<file path="src/rtl/muldiv_pkg.sv">
// Shared types and helpers for the iterative RV32M multiply/divide unit.
// neg_if works on a fixed NEG_W-bit container, so callers must keep 2*DPW < NEG_W.
package muldiv_pkg;

  localparam int unsigned DPW_DEF = 32;
  localparam int unsigned ADW_DEF = 5;
  localparam int unsigned NEG_W   = 128;

  typedef enum logic [2:0] {
    OP_MUL    = 3'b000,
    OP_MULH   = 3'b001,
    OP_MULHSU = 3'b010,
    OP_MULHU  = 3'b011,
    OP_DIV    = 3'b100,
    OP_DIVU   = 3'b101,
    OP_REM    = 3'b110,
    OP_REMU   = 3'b111
  } muldiv_op_e;

  typedef enum logic [1:0] {
    S_IDLE,
    S_CALC,
    S_FIX,
    S_DONE
  } muldiv_state_e;

  function automatic logic [NEG_W-1:0] neg_if(input logic [NEG_W-1:0] val, input logic cond);
    return cond ? -val : val;
  endfunction

  function automatic logic is_signed_a(input muldiv_op_e op);
    return op inside {OP_MUL, OP_MULH, OP_MULHSU, OP_DIV, OP_REM};
  endfunction

  function automatic logic is_signed_b(input muldiv_op_e op);
    return op inside {OP_MUL, OP_MULH, OP_DIV, OP_REM};
  endfunction

endpackage

</file>
<file path="src/rtl/muldiv_unit.sv">
// Iterative RV32M multiply/divide: shift-add multiply or restoring divide on
// operand magnitudes, sign fix-up at the end, one-cycle register-file write.
module muldiv_unit
  import muldiv_pkg::*;
#(
  parameter int unsigned DPW = DPW_DEF,
  parameter int unsigned ADW = ADW_DEF
) (
  input  logic           clk,
  input  logic           rst,
  input  logic           start,
  input  logic [2:0]     op,
  input  logic [DPW-1:0] rs1_val,
  input  logic [DPW-1:0] rs2_val,
  input  logic [ADW-1:0] rd_addr,
  output logic           busy,
  output logic           done,
  output logic           wb_we,
  output logic [ADW-1:0] wb_addr,
  output logic [DPW-1:0] wb_data
);

  localparam int unsigned CW = $clog2(DPW);

  muldiv_state_e    state, state_n;
  logic [CW-1:0]    cnt;
  logic [2*DPW-1:0] acc, acc_step;
  logic [DPW-1:0]   opnd;
  muldiv_op_e       op_q, op_in;
  logic [ADW-1:0]   rd_q;
  logic             sa_q, sb_q, div0_q;
  logic             sa_in, sb_in, is_div_q;
  logic [NEG_W-1:0] a_ext, b_ext, prod_ext, quot_ext, rem_ext;
  logic [DPW:0]     hi_sum, rem_sh;
  logic [DPW+1:0]   diff;
  logic [DPW-1:0]   result;
  logic             unused_bits;

  assign op_in    = muldiv_op_e'(op);
  assign sa_in    = is_signed_a(op_in) & rs1_val[DPW-1];
  assign sb_in    = is_signed_b(op_in) & rs2_val[DPW-1];
  assign a_ext    = neg_if(NEG_W'(rs1_val), sa_in);
  assign b_ext    = neg_if(NEG_W'(rs2_val), sb_in);
  assign is_div_q = op_q inside {OP_DIV, OP_DIVU, OP_REM, OP_REMU};

  always_ff @(posedge clk) begin
    if (rst) state <= S_IDLE;
    else     state <= state_n;
  end

  always_comb begin
    state_n = state;
    unique case (state)
      S_IDLE: if (start) state_n = S_CALC;
      S_CALC: if (cnt == CW'(DPW - 1)) state_n = S_FIX;
      S_FIX:  state_n = S_DONE;
      S_DONE: state_n = S_IDLE;
      default: state_n = S_IDLE;
    endcase
  end

  always_comb begin
    busy  = (state != S_IDLE);
    done  = (state == S_DONE);
    wb_we = (state == S_DONE) && (wb_addr != '0);
  end

  // Multiply: {hi,lo} with multiplier in lo, add multiplicand to hi, shift right.
  // Divide: {remainder,dividend/quotient}, shift left and trial-subtract divisor.
  always_comb begin
    hi_sum = {1'b0, acc[2*DPW-1:DPW]} + (acc[0] ? {1'b0, opnd} : '0);
    rem_sh = acc[2*DPW-1:DPW-1];
    diff   = {1'b0, rem_sh} - {2'b00, opnd};
    if (is_div_q) begin
      if (diff[DPW+1]) acc_step = {acc[2*DPW-2:0], 1'b0};
      else             acc_step = {diff[DPW-1:0], acc[DPW-2:0], 1'b1};
    end else begin
      acc_step = {hi_sum, acc[DPW-1:1]};
    end
  end

  always_comb begin
    prod_ext = neg_if(NEG_W'(acc), sa_q ^ sb_q);
    quot_ext = neg_if(NEG_W'(acc[DPW-1:0]), sa_q ^ sb_q);
    rem_ext  = neg_if(NEG_W'(acc[2*DPW-1:DPW]), sa_q);
    unique case (op_q)
      OP_MUL:                       result = prod_ext[DPW-1:0];
      OP_MULH, OP_MULHSU, OP_MULHU: result = prod_ext[2*DPW-1:DPW];
      OP_DIV, OP_DIVU:              result = div0_q ? '1 : quot_ext[DPW-1:0];
      default:                      result = rem_ext[DPW-1:0];
    endcase
  end

  // Signed overflow and remainder-by-zero fall out of the magnitude datapath.
  assign unused_bits = ^{a_ext[NEG_W-1:DPW], b_ext[NEG_W-1:DPW], prod_ext[NEG_W-1:2*DPW],
                         quot_ext[NEG_W-1:DPW], rem_ext[NEG_W-1:DPW], diff[DPW]};

  always_ff @(posedge clk) begin
    if (rst) begin
      cnt     <= '0;
      acc     <= '0;
      opnd    <= '0;
      op_q    <= OP_MUL;
      rd_q    <= '0;
      sa_q    <= 1'b0;
      sb_q    <= 1'b0;
      div0_q  <= 1'b0;
      wb_addr <= '0;
      wb_data <= '0;
    end else begin
      unique case (state)
        S_IDLE: if (start) begin
          op_q   <= op_in;
          rd_q   <= rd_addr;
          sa_q   <= sa_in;
          sb_q   <= sb_in;
          div0_q <= (rs2_val == '0);
          cnt    <= '0;
          if (op[2]) begin
            acc  <= {{DPW{1'b0}}, a_ext[DPW-1:0]};
            opnd <= b_ext[DPW-1:0];
          end else begin
            acc  <= {{DPW{1'b0}}, b_ext[DPW-1:0]};
            opnd <= a_ext[DPW-1:0];
          end
        end
        S_CALC: begin
          acc <= acc_step;
          cnt <= cnt + CW'(1);
        end
        S_FIX: begin
          wb_data <= result;
          wb_addr <= rd_q;
        end
        default: ;
      endcase
    end
  end

endmodule

</file>
<file path="config.mk">
export PLATFORM = sky130hd
export DESIGN_NAME = muldiv_unit
export DESIGN_NICKNAME = d
export VERILOG_FILES = /design/src/rtl/muldiv_pkg.sv /design/src/rtl/muldiv_unit.sv
export SDC_FILE = /design/constraint.sdc
export NUM_CORES = 1
export LEC_CHECK = 0
export BUFFER_PORTS_ARGS = -buffer_cell sky130_fd_sc_hd__buf_2
export CORE_MARGIN = 1.5
export CORE_UTILIZATION = 62
export DETAILED_ROUTE_END_ITERATION = 8
export GPL_TIMING_DRIVEN = 0
export PLACE_DENSITY = 0.93
export SETUP_SLACK_MARGIN = 0.2
export SLEW_MARGIN = 20
export SYNTH_ARGS = -nofsm -noshare
export SYNTH_HDL_FRONTEND = slang
export SYNTH_SLANG_ARGS = --single-unit
</file>
<file path="constraint.sdc">
create_clock -name clk -period 4.3 [get_ports clk]
set_input_delay 0.215 -clock clk [delete_from_list [all_inputs] [get_ports clk]]
set_output_delay 0.215 -clock clk [all_outputs]
set_load 0.05 [all_outputs]
</file>
==> metrics.log <==
INFO  metric yosysTopAreaCellShare = 20.8%
INFO  metric globalRouteTotalUtil = between 40% and 50%
INFO  metric cp_slowest_stage_delay = 0.45 ns
INFO  metric wl_per_cell = 23.3 um
INFO  metric detailroute.wirelength.met3 = just over 7 mm
INFO  metric clock_tree_skew_after_final_layout = approximately 0.025 ns
INFO  metric timing.final.hold_violations = 1
INFO  metric r2r_start = acc[31]$_SDFFE_PP0P_
INFO  metric clock_transition_at_the_register_clock_pins_on_the_worst_setup_and_hold_paths_after_cts = 0.09 ns
INFO  metric clock_latency_on_the_worst_skew_pair = 0.46 ns
INFO  metric reg2reg_to = acc[40]$_SDFFE_PP0P_
INFO  metric critical_path_required = around 4.6 ns
INFO  metric synthTopCellsByCount = sky130_fd_sc_hd__nor2_1 (222), sky130_fd_sc_hd__nand2_1 (219), sky130_fd_sc_hd__a21oi_1 (165), sky130_fd_sc_hd__dfxtp_1 (151), sky130_fd_sc_hd__o21ai_0 (123)
INFO  metric outcome = finished with violations
INFO  metric p_leak = 6.64 nW
INFO  metric placement.setup.worst_slack = 0.173 ns
INFO  metric worstHoldPathType = primary input to flop
INFO  metric firstDrtPassIters = 7
INFO  metric peak_supply_drop = between 0.4 and 0.5 mV
INFO  metric layout.cell_area.non_filler = 0.0162 mm^2
INFO  metric crit_chain = inv_1, ha_1, nand2b_1, a21oi_1, o21bai_1, a21boi_0, o21ai_0, a21oi_2, clkbuf_4, buf_2, mux2i_1, o21ai_0
INFO  metric tightest_slew_margin_relative_to_the_limit = 18.2%
INFO  metric yosysSeqAreaShare = a little over a fifth
INFO  metric timing.setup.tns = 0 ns
INFO  metric post_dp_cell_area = around 0.015 mm^2
INFO  metric cts_post_setup_buffers_inserted = 0
INFO  metric h-tree-depth = 4
INFO  metric chip_width = 156 um
INFO  metric detail_route.wirelength.met1 = 21.5 mm
INFO  metric grt_pass1_vias = around 15000
INFO  metric timing.hold.worst_path_depth = 3
INFO  metric yosys_register_bits = 151
INFO  metric share_of_flip_flops_with_an_asynchronous_set_or_reset = 0%
INFO  metric drt_iter0_markers = 2254
INFO  metric tightest_slew = between 1 and 1.5 ns
INFO  metric hold_slack = -0.00101 ns
INFO  metric rsz_0062_raised_after_global_routing = false
INFO  metric final_core_util = 70.7%
INFO  metric powerDensity = about 570 mW/mm^2
INFO  metric synthesis.yosys.warnings = 0
INFO  metric cell_count_after_placement = 2438
INFO  metric timing.final.crit_period = 3.85 ns
INFO  metric final_cycle_utilization_of_the_critical_path = 89.6%
INFO  metric cp-start-kind = flop
INFO  metric global_route_wire_length_before_repair = 85.8 mm
INFO  metric synthCells = just over 2000
INFO  metric fin_total_pwr = ~9.2 mW
INFO  metric floorplan.die.height = 156 um
INFO  metric timing_max_transition_violations_final = 0
INFO  metric crit_type = flop to flop
INFO  metric dieArea = 0.0244 mm^2
INFO  metric drc = 0
INFO  metric r2r_cells = 12
INFO  metric hold-path-endpoint = rd_q[3]$_SDFFE_PP0P_
INFO  metric finalNetCount = 2298
INFO  metric final_layout_size_suffix_gt1_share = under 10%
INFO  metric failed_checks = negative hold slack
INFO  metric fp-row-count = 55
INFO  metric post_layout_nonfiller_instances = 2473
INFO  metric max_cap_violations = 0
INFO  metric wl = 57.6 mm
INFO  metric areaGrowthSynthToFinish = 11.2%
INFO  metric synth_top_area_cell = sky130_fd_sc_hd__dfxtp_1
INFO  metric overflow = 0
INFO  metric initial_core_util = 63.6%
INFO  metric cts.path.max_buffers = 2
INFO  metric cts_inserted_buffers = 17
INFO  metric hold_start = rd_addr[3]
INFO  metric synthFlopType = sky130_fd_sc_hd__dfxtp_1
INFO  metric synth_edf_count = 0
INFO  metric synth.distinct_cells = 83
INFO  metric fmax = 260 MHz
INFO  metric cpMostUsedCell = sky130_fd_sc_hd__o21ai_0
INFO  metric ff2ff_setup_slack = 0.45 ns
INFO  metric viasPerCell = 6.76
INFO  metric synthMostInstantiatedCell = sky130_fd_sc_hd__nor2_1
INFO  metric fp.coreArea = 0.0228 mm^2
INFO  metric port_buffers = 112
INFO  metric critical_path_peak_fanout = 10
INFO  metric clock-sinks = approximately 150
INFO  metric grt_antenna_before_repair = 0
INFO  metric finalSetupViolations = 0
INFO  metric last_weighted_congestion_value_of_the_routability_driven_placer = 1.11
INFO  metric capturing_element_type_of_the_critical_path = flop
INFO  metric count_of_vias_placed_by_the_detailed_router = 16700
INFO  metric ports_placed_on_the_boundary = about 120
INFO  metric mappedNetlistNets = approximately 2200
INFO  metric post_synth_main_area_contributors = sky130_fd_sc_hd__dfxtp_1 (21%), sky130_fd_sc_hd__ha_1 (6.4%), sky130_fd_sc_hd__xor2_1 (6.1%), sky130_fd_sc_hd__nor2_1 (5.7%), sky130_fd_sc_hd__a21oi_1 (5.7%)
INFO  metric drtAntennaViolNets = 0
INFO  metric routed.top_layer = met4
INFO  metric netlist_area_before_placement = 0.0145 mm^2
INFO  metric timing.critical_path.arrival = 4.13 ns
INFO  metric met2WireLength = 24.6 mm
INFO  metric syn_avg_cell_area = 7.22 um^2
INFO  metric cpMaxStageDelayCell = sky130_fd_sc_hd__dfxtp_1
INFO  metric setup_slack = 0.447 ns
INFO  metric antenna_cells_inserted = 0
INFO  metric cts_root_buf = sky130_fd_sc_hd__clkbuf_16
INFO  metric grt_start_max_net_pins = 20
INFO  metric cts_tree = built
INFO  metric dp_hpwl = about 45 mm
==> per-layer routing <==
| metal | vias up | track usage (%) |
|---|---|---|
| met1 | 7659 | 55.0 |
| li1 | 7537 | - |
| met3 | 285 | 14.2 |
| met5 | - | 0 |
| met2 | 1238 | 71.4 |
| met4 | 0 | 32.5 |
==> how the worst max path moves through the flow <==
stage / startpoint / to / cells past startpoint
floorplan: acc[0]$_SDFFE_PP0P_ / acc[61]$_SDFFE_PP0P_ / 13
global placement: acc[0]$_SDFFE_PP0P_ / acc[61]$_SDFFE_PP0P_ / 13
detailed placement: acc[0]$_SDFFE_PP0P_ / acc[61]$_SDFFE_PP0P_ / 13
CTS: acc[0]$_SDFFE_PP0P_ / acc[61]$_SDFFE_PP0P_ / 13
global route: acc[31]$_SDFFE_PP0P_ / acc[40]$_SDFFE_PP0P_ / 12
finish: acc[31]$_SDFFE_PP0P_ / acc[40]$_SDFFE_PP0P_ / 12
==> cell families (layout without fill, tap and decap cells) <==
logic type,Yosys count,in the layout,synth area share [%]
AO/OA/AOI/OAI,608,608,27.4
XOR/XNOR,187,187,11.3
adder cells (fa/ha/maj),76,76,6.65
buffers and inverters,221,368,6.01
flip-flops,151,151,20.8
multiplexers,78,78,5.48
AND/OR/NAND/NOR,692,692,22.3
==> worst max-delay path, delay by kind of cell, from the launching register on <==
kind | cells | cell delay [ns]
compound gates | 6 | 1.69
fa+ha+maj | 1 | 0.23
buf+inv | 3 | 0.90
flops | 1 | 0.45
mux | 1 | 0.23
simple gates | 1 | 0.18
==> where the power goes <==
part | switching [mW] | total (mW) | internal [mW]
clock network | 0.792 | 1.59 | 0.794
registers | 0.360 | 2.08 | 1.72
logic | 3.75 | 5.50 | 1.75
==> flip-flops by register name (all words and copies together), names as in the netlist, 2 cells and up <==
| register | flops |
|---|---|
| acc | 64 |
| opnd | 32 |
| wb_data | 32 |
| cnt | 5 |
| rd_q | 5 |
| wb_addr | 5 |
| op_q | 3 |
| state | 2 |
==> final cells by class <==
type | count | area [um^2]
Clock buffer | 17 | 425
Clock inverter | 15 | 189
Tap cell | 313 | 392
Timing Repair Buffer | 115 | 586
Fill cell | 1987 | 6700
Multi-Input combinational cell | 1641 | 10700
Inverter | 79 | 299
Buffer | 142 | 581
Sequential cell | 151 | 3020
==> cell usage in the layout (no fill, tap or decap), types with 21 or more instances in the layout <==
cell type / count
sky130_fd_sc_hd__xnor2_1: 85
sky130_fd_sc_hd__dfxtp_1: 151
sky130_fd_sc_hd__xor2_1: 102
sky130_fd_sc_hd__nand2_1: 219
sky130_fd_sc_hd__and2_1: 21
sky130_fd_sc_hd__mux2i_1: 66
sky130_fd_sc_hd__a211oi_1: 57
sky130_fd_sc_hd__nor3_1: 63
sky130_fd_sc_hd__nand3_1: 39
sky130_fd_sc_hd__inv_1: 77
sky130_fd_sc_hd__o211ai_1: 32
sky130_fd_sc_hd__ha_1: 74
sky130_fd_sc_hd__clkbuf_1: 118
sky130_fd_sc_hd__nor2_1: 222
sky130_fd_sc_hd__o21ai_0: 123
sky130_fd_sc_hd__a21oi_1: 164
sky130_fd_sc_hd__a21o_1: 32
sky130_fd_sc_hd__buf_2: 122
==> repair_timing <==
action | CTS | global route
pin swaps | 0 | 0
hold buffers | 2 | 0
cloned | 0 | 0
resized for setup | 1 | 7
endpoints found under the hold margin | 2 | 0
setup endpoints to repair | 2 | 19
No activity file was read; power rests on OpenSTA's default activity.
